<file path="config.mk">
export PLATFORM = sky130hd
export DESIGN_NAME = robo_controle
export DESIGN_NICKNAME = d
export VERILOG_FILES = /design/src/rtl/robo_controle.sv
export SDC_FILE = /design/constraint.sdc
export NUM_CORES = 1
export LEC_CHECK = 0
export ABC_AREA = 1
export ABC_CLOCK_PERIOD_IN_PS = 4700
export CAP_MARGIN = 20
export CORE_AREA = 2 2 130 94
export CTS_CLUSTER_SIZE = 8
export DETAILED_ROUTE_END_ITERATION = 12
export DIE_AREA = 0 0 132 96
export PLACE_DENSITY_LB_ADDON = 0.08
export SYNTH_ARGS = -nofsm -noshare
export SYNTH_HDL_FRONTEND = slang
export SYNTH_SLANG_ARGS = --single-unit
</file>
<file path="constraint.sdc">
create_clock -name clockc1 -period 4.7 [get_ports clockc1]
set_input_delay 0.94 -clock clockc1 [delete_from_list [all_inputs] [get_ports clockc1]]
set_output_delay 0.94 -clock clockc1 [all_outputs]
set_load 0.02 [all_outputs]
</file>
<file path="src/rtl/robo_controle.sv">
// Left-hand wall-following navigation controller for the pipe-cleaner robot.
// Issues one-cycle acao pulses to the map stage and tracks the robot's cell position.
`timescale 1ns/1ps
module robo_controle #(
    parameter int         LINHAS      = 10,
    parameter int         COLUNAS     = 20,
    parameter int         LINHA_INI   = 9,
    parameter int         COLUNA_INI  = 17,
    parameter logic [2:0] ORIENT_INI  = 3'b001,
    parameter int         MAX_PASSOS  = 1000,
    parameter int         MAX_LIMPEZA = 8
) (
    input  logic        clockc1,
    input  logic        reset,
    input  logic        iniciar,
    input  logic [3:0]  head,
    input  logic [3:0]  left,
    input  logic        barreira,
    output logic [2:0]  acao,
    output logic [2:0]  orientacao,
    output logic        ocupado,
    output logic        concluido,
    output logic [15:0] passos,
    output logic [15:0] limpezas,
    output logic [7:0]  linha,
    output logic [7:0]  coluna
);
    localparam logic [2:0] OR_N = 3'b001, OR_W = 3'b010, OR_E = 3'b011, OR_S = 3'b100;
    localparam logic [2:0] AC_NADA = 3'b000, AC_LIMPA = 3'b101;
    localparam logic [7:0] L_ULT = 8'(LINHAS - 1);
    localparam logic [7:0] C_ULT = 8'(COLUNAS - 1);
    localparam logic [7:0] L_INI = 8'(LINHA_INI);
    localparam logic [7:0] C_INI = 8'(COLUNA_INI);
    localparam logic [15:0] P_MAX = 16'(MAX_PASSOS);
    localparam int CW = $clog2(MAX_LIMPEZA + 1);
    localparam logic [CW-1:0] CL_MAX = CW'(MAX_LIMPEZA);

    typedef enum logic [1:0] {OCIOSO, ASSENTA, DECIDE, CONCLUIDO} estado_t;

    estado_t       r_est, w_est_n;
    logic [2:0]    r_acao, w_acao_n, r_ori, w_ori_n;
    logic          r_ocup, r_conc, r_vira, w_vira_n;
    logic [CW-1:0] r_cnt, w_cnt_n;
    logic [15:0]   r_passos, w_passos_n, r_limp, w_limp_n;
    logic [7:0]    r_lin, w_lin_n, r_col, w_col_n;
    logic [2:0]    w_esq, w_dir;
    logic          w_ori_ok, w_frente_ok, w_esq_ok, w_fim;

    // A step in direction dir from (lin,col) stays inside the map.
    function automatic logic dentro(input logic [2:0] dir, input logic [7:0] lin,
                                    input logic [7:0] col);
        case (dir)
            OR_N:    return lin != 8'd0;
            OR_S:    return lin != L_ULT;
            OR_W:    return col != 8'd0;
            OR_E:    return col != C_ULT;
            default: return 1'b0;
        endcase
    endfunction

    always_comb begin
        w_esq    = ORIENT_INI;
        w_dir    = ORIENT_INI;
        w_ori_ok = 1'b1;
        case (r_ori)
            OR_N:    begin w_esq = OR_W; w_dir = OR_E; end
            OR_W:    begin w_esq = OR_S; w_dir = OR_N; end
            OR_S:    begin w_esq = OR_E; w_dir = OR_W; end
            OR_E:    begin w_esq = OR_N; w_dir = OR_S; end
            default: w_ori_ok = 1'b0;
        endcase
    end

    assign w_frente_ok = dentro(r_ori, r_lin, r_col);
    assign w_esq_ok    = dentro(w_esq, r_lin, r_col);
    assign w_fim       = (r_passos == P_MAX) ||
                         (r_passos != 16'd0 && r_lin == L_INI && r_col == C_INI);

    always_comb begin
        w_est_n    = r_est;
        w_acao_n   = AC_NADA;
        w_ori_n    = r_ori;
        w_vira_n   = r_vira;
        w_cnt_n    = r_cnt;
        w_passos_n = r_passos;
        w_limp_n   = r_limp;
        w_lin_n    = r_lin;
        w_col_n    = r_col;
        case (r_est)
            OCIOSO: if (iniciar) begin
                w_est_n = ASSENTA;
                w_ori_n = ORIENT_INI;
            end
            ASSENTA: w_est_n = DECIDE;
            DECIDE: begin
                w_est_n = ASSENTA;
                if (w_fim) begin
                    w_est_n = CONCLUIDO;
                end else if (!w_ori_ok) begin
                    w_ori_n = ORIENT_INI;
                end else if (barreira && r_cnt < CL_MAX) begin
                    w_acao_n = AC_LIMPA;
                    w_limp_n = (r_limp == 16'hFFFF) ? r_limp : r_limp + 16'd1;
                    w_cnt_n  = r_cnt + CW'(1);
                end else if (left == 4'd0 && !r_vira && w_esq_ok) begin
                    w_ori_n  = w_esq;
                    w_vira_n = 1'b1;
                end else if (head == 4'd0 && !barreira && w_frente_ok) begin
                    w_acao_n   = r_ori;
                    w_passos_n = (r_passos == 16'hFFFF) ? r_passos : r_passos + 16'd1;
                    w_vira_n   = 1'b0;
                    w_cnt_n    = '0;
                    case (r_ori)
                        OR_N:    w_lin_n = r_lin - 8'd1;
                        OR_S:    w_lin_n = r_lin + 8'd1;
                        OR_W:    w_col_n = r_col - 8'd1;
                        default: w_col_n = r_col + 8'd1;
                    endcase
                end else begin
                    // Blocked ahead or debris that would not clear: rotate right.
                    w_ori_n  = w_dir;
                    w_vira_n = 1'b0;
                    w_cnt_n  = '0;
                end
            end
            CONCLUIDO: w_est_n = CONCLUIDO;
            default:   w_est_n = OCIOSO;
        endcase
    end

    always_ff @(posedge clockc1 or posedge reset) begin
        if (reset) begin
            r_est    <= OCIOSO;
            r_acao   <= AC_NADA;
            r_ori    <= ORIENT_INI;
            r_ocup   <= 1'b0;
            r_conc   <= 1'b0;
            r_vira   <= 1'b0;
            r_cnt    <= '0;
            r_passos <= 16'd0;
            r_limp   <= 16'd0;
            r_lin    <= L_INI;
            r_col    <= C_INI;
        end else begin
            r_est    <= w_est_n;
            r_acao   <= w_acao_n;
            r_ori    <= w_ori_n;
            r_ocup   <= (w_est_n == ASSENTA) || (w_est_n == DECIDE);
            r_conc   <= (w_est_n == CONCLUIDO);
            r_vira   <= w_vira_n;
            r_cnt    <= w_cnt_n;
            r_passos <= w_passos_n;
            r_limp   <= w_limp_n;
            r_lin    <= w_lin_n;
            r_col    <= w_col_n;
        end
    end

    assign acao       = r_acao;
    assign orientacao = r_ori;
    assign ocupado    = r_ocup;
    assign concluido  = r_conc;
    assign passos     = r_passos;
    assign limpezas   = r_limp;
    assign linha      = r_lin;
    assign coluna     = r_col;
endmodule

</file>
**Yosys cells after proc, flatten, opt, wreduce, memory -nomap -nowiden**

Index checks and enable logic that the tools add are counted.

- $add $sub $neg: 7
- Magnitude comparators: 1
- Equal/unequal tests: 26
- Mux-type cells: 26
- Bitwise logic cells: 6
- Reduce and logical (&&, ||, !) cells: 28

Operators by type and width:

| kind | number |
|---|---|
| $mux 3 | 12 |
| $add 16x1->16 const B | 2 |
| $eq 16x16->1 const B | 2 |
| $pmux 8 s2 | 2 |
| $reduce_and 7->1 | 3 |
| $pmux 3 s3 | 2 |
| $add 8x1->8 const B | 2 |
| $eq 16x10->1 const B | 1 |
| $reduce_bool 16->1 | 1 |
| $reduce_bool 8->1 | 2 |
| $sub 8x1->8 const B | 2 |
| $eq 3x2->1 const B | 4 |
| $reduce_and 5->1 | 2 |
| $eq 2x2->1 const B | 4 |
| $eq 8x4->1 const B | 1 |
| $eq 8x5->1 const B | 1 |
| $logic_not 4->1 | 2 |
| $mux 4 | 2 |
| $ne 8x4->1 const B | 1 |
| $ne 8x5->1 const B | 1 |
| $pmux 1 s4 | 2 |
| $pmux 2 s4 | 1 |
| $reduce_and 4->1 | 2 |
| $logic_and 1x1->1 | 7 |
| other kinds (18) | 33 |

- Bits in registers: 63
- Output and inout bits: 56
- Word-level logic and storage cells: 105

**Depth between registers and ports, before layout**

- Depth in word-level cells: 10
- Depth in mapped cells: 13
- Depth with buffers taken out: 13

**Least setup slack after synthesis**

No wires, ideal clock.

- Path type: input to register
- Start point: input port left[1]
- End point: register r_passos[5] (netlist: passos[5])
- Library setup time: 0.065 ns
- Arrival: 2.201 ns
- Slack: 2.433 ns
- Cell stages on the path: 9
- Cell sequence: or2_2 nor4_4 inv_1 nor2_4 nor2_4 nand2_4 buf_6 nand2_1 nand2_1

- Word-level cells in the longest chain between the ends: 5

Ends and longest elaborated chain:

| what | line | RTL |
|---|---|---|
| start, declared | 17 | `input logic [3:0] left,` |
| $logic_not 4->1 | 105 | `end else if (left == 4'd0 && !r_vira && w_esq_ok) begin` |
| $logic_and 1x1->1 (2 in series) | 105 |  |
| $not 1->1 (no line) | n/a |  |
| $reduce_and 7->1 (no line) | n/a |  |
| end signal, assigned | 152 | `r_passos <= w_passos_n;` |
| end, declared | 44 | `logic [15:0] r_passos, w_passos_n, r_limp, w_limp_n;` |

Every way passes these cells.
A chain may end at the register's enable or synchronous reset.

**Worst setup path in the final report**

- Start point: input port barreira
- End point: register r_limp[15] (netlist: limpezas[15])

- Word-level cells in the longest chain between the ends: 2

Ends and longest elaborated chain:

| what | line | RTL |
|---|---|---|
| start, declared | 18 | `input logic barreira,` |
| $logic_and 1x1->1 | 101 | `end else if (barreira && r_cnt < CL_MAX) begin` |
| $reduce_and 5->1 (no line) | n/a |  |
| end signal, assigned | 153 | `r_limp <= w_limp_n;` |
| end, declared | 44 |  |

Every way passes these cells.

==> run_results.csv <==
group,metric,value,unit
outcome,status,"finished, final reports clean",
clock_tree,post_cts_resized,0,
grt,grt_pass1_vias,3758,
grt,grt_usage,18.4,%
clock_tree,cts_made_buffers,9,
logic_synthesis,synth_edf_count,0,
routing,final_antenna_net_count,0,
logic_synthesis,syn_nets,641,
routing,first_pass_iters,4,
logic_synthesis,synth_area,0.00446,mm²
clock_tree,cts_sinks,63,
routing,drtIter0Drc,259,
worst_hold_path,hold_path_depth,2,
critical_path,start_kind,"input port",
power,p_clk_share,31.0,%
layout,area.growth.synth_to_final,26.1,%
floorplanning,die_x,132,µm
worst_hold_path,hold_class,"flop to flop",
clock_tree,ctsHoldBuffers,0,
placement,portBuffers,67,
clock_tree,cts-root-buf,"clkbuf_16",
clock_tree,clock_path_buffers,2,
critical_path,r2r_cells,12,
timing,tns,0,ns
critical_path,path_buf_inv,4,
timing,slew_violations,0,
critical_path,slowest_delay,0.45,ns
floorplanning,coreArea,0.0114,mm²
timing,rsz0062_at_grt,"false",
clock_tree,cts_setup_buffers,0,
clock_tree,h-tree-depth,3,
power,seqPwrFrac,30.1,%
logic_synthesis,syn_avg_cell_area,7.30,µm²
timing,finalHoldViolCount,0,
logic_synthesis,synthTopCellsByArea,"dfrtp_1 (33%), nand2_1 (17%), nor2_1 (6.0%)",
logic_synthesis,synth_ff_type,"dfrtp_1",
clock_tree,clk_latency,0.34,ns
logic_synthesis,yosysWarnings,0,
timing,period_share,55.8,%
timing,relSlewSlack,39.3,%
layout,fillers,1149,
logic_synthesis,synth_top_area_cell,"dfrtp_1",
layout,num_antenna_cells,0,
logic_synthesis,synth_seq_cells,63,
logic_synthesis,synth_most_common_cell,"nand2_1",
timing,setup_violations,0,
routing,drc,0,
timing,min_period,2.62,ns
timing,worstMarginPinSlew,0.910,ns
floorplanning,pin_count,68,
grt,antenna_found_initial,0,
worst_hold_path,worstHoldStart,"r_cnt[3]$_DFFE_PP0P_",
run,cap_violations,0,
layout,nets,714,
power,internal-power,1.46,mW
worst_hold_path,min_delay_worst_endpoint,"r_cnt[3]$_DFFE_PP0P_",
grt,grt_pass1_wl,18600,µm
placement,globalplace.congestion,0.884,
floorplanning,start_util,39.0,%
critical_path,crit_arrival,2.88,ns
placement,dp_hpwl,8190,µm
power,leakagePower,2.78,nW
logic_synthesis,ys_types,36,
critical_path,required,4.96,ns
grt,grt_max_degree,45,
timing,timing.fmax,0.381,GHz
placement,dp_slack,1.74,ns
routing,drt-total-wl,10800,µm
clock_tree,cts_tree,"yes",
power,ir_worst_vdd,225,µV
layout,drive_above_1_share,9.74,%
grt,grt-ovfl-total,0,
critical_path,r2r_slack,2.50,ns
logic_synthesis,yosys.area.top_type_share,32.6,%
clock_tree,path_clk_slew,0.05,ns
critical_path,r2r_end,"coluna[6]$_DFFE_PP0P_",
critical_path,cp_max_fo,16,
power,power_switching,925,µW
timing,final.setup_skew,0.00590,ns
power,swShare,38.8,%
critical_path,crit_type,"input port to flop",
timing,setup_ws,2.08,ns
routing,wire_per_inst,12.8,µm
power,p_total,2.39,mW
floorplanning,die_y,96,µm
logic_synthesis,synthTopCellsByCount,"nand2_1 (207), nor2_1 (71), dfrtp_1 (58), inv_1 (53), nand3_1 (47)",
critical_path,worstSetupEndpointType,"flop",
logic_synthesis,async_reset_ff_share,100,%
logic_synthesis,yosysSeqAreaShare,35.5,%
logic_synthesis,syn-instance-count,610,
power,p_comb_share,38.9,%
routing,via_per_inst,4.80,
critical_path,crit_family,"buffers and inverters",
critical_path,crit_slowest_cell,"clkdlybuf4s50_1",
critical_path,r2r-start,"orientacao[2]$_DFFE_PP0P_",
floorplanning,rows,33,
floorplanning,dieArea,0.0127,mm²
critical_path,crit_chain,"clkdlybuf4s50_1 -> inv_1 -> nor2_1 -> inv_1 -> nor2_2 -> nand3_4 -> inv_2 -> o21ai_0 -> o21ai_0",
routing,vias,4056,
power,p_per_area,425,mW/mm²
[area by class of cell]
class | count | area (µm²) | area share (%)
clock inverters | 5 | 80.1 | 1.43
repair buffers | 68 | 678 | 12.1
clock buffers | 11 | 253 | 4.50
inverters | 60 | 225 | 4.01
multi-input cells | 481 | 2600 | 46.3
flip-flops and latches | 63 | 1580 | 28.2
well taps | 157 | 196 | 3.50
[worst min-delay path, cell delays in order, from the launching register on]
cell     delay (ns)
dfrtp_1        0.35
nand2_1        0.06
nand2_1        0.05
[metrics by stage]
stage	instance area, µm²	instances	utilization (%)	hold WS (ns)
2_1_floorplan	4460	610	-	0.443
3_3_place_gp	5290	829	46.2	0.459
3_5_place_dp	5290	829	46.2	0.463
4_1_cts	5620	845	49.1	0.478
5_1_grt	5620	845	49.1	0.502
6_report	5620	845	49.1	0.485
[worst max path at each step]
stage | startpoint | to | slack [ns] | depth (start not counted)
final | barreira | limpezas[15]$_DFFE_PP0P_ | 2.08 | 9
after global routing | barreira | limpezas[15]$_DFFE_PP0P_ | 1.86 | 9
after CTS | barreira | limpezas[4]$_DFFE_PP0P_ | 2.09 | 10
after detailed placement | barreira | limpezas[4]$_DFFE_PP0P_ | 1.74 | 10
after global placement | barreira | limpezas[4]$_DFFE_PP0P_ | 1.74 | 10
after floorplan | reset | acao[0]$_DFF_PP0_ | 2.20 | 1
[power by group through the flow]
| stage | Combinational (mW) | Sequential (mW) | Clock, mW |
|---|---|---|---|
| after global routing | 1.05 | 0.733 | 0.775 |
| after global placement | 0.920 | 0.726 | 0 |
| after CTS | 0.934 | 0.717 | 0.758 |
| final | 0.927 | 0.718 | 0.740 |
| after floorplan | 0.633 | 0.764 | 0 |
| after detailed placement | 0.930 | 0.726 | 0 |
[registers in the layout, indices dropped and copies added (netlist names)]
signal,count
acao,3
coluna,8
concluido,1
limpezas,16
linha,8
ocupado,1
orientacao,3
passos,16
r_cnt,4
r_est,2
r_vira,1
[metal layers]
metal	global-route usage, %	vias to the layer above	share of wire (%)
met3	4.90	8	4.0
li1	-	2097	-
met5	0	-	0
met2	26.3	72	41
met4	4.62	0	1.0
met1	27.3	1879	54
[kinds of logic (layout without fill, tap and decap cells)]
logic type,after synthesis,after routing,share of synthesized area [%]
simple gates,392,392,41.5
buf+inv,66,144,6.07
flops,63,63,35.5
xor+xnor,36,36,7.08
compound gates,34,34,4.18
fa+ha+maj,19,19,5.67
[cells in the final DEF, fill, tap and decap left out, types with 3 or more instances in the layout]
cell	count
nand3_4	3
xnor2_1	13
a21oi_1	13
nand4_1	15
nor3_1	7
nor2_1	71
o21ai_1	4
inv_2	8
dfrtp_1	58
inv_1	52
nand3_1	47
nand2_1	207
clkdlybuf4s50_1	67
dfstp_2	5
clkbuf_16	9
nand2_4	7
nor2_4	5
nand3b_1	7
ha_1	17
nor2_2	8
xor2_1	23
o21ai_0	10
nand2_2	5
Note: power is estimated with default switching activity, not from simulation.
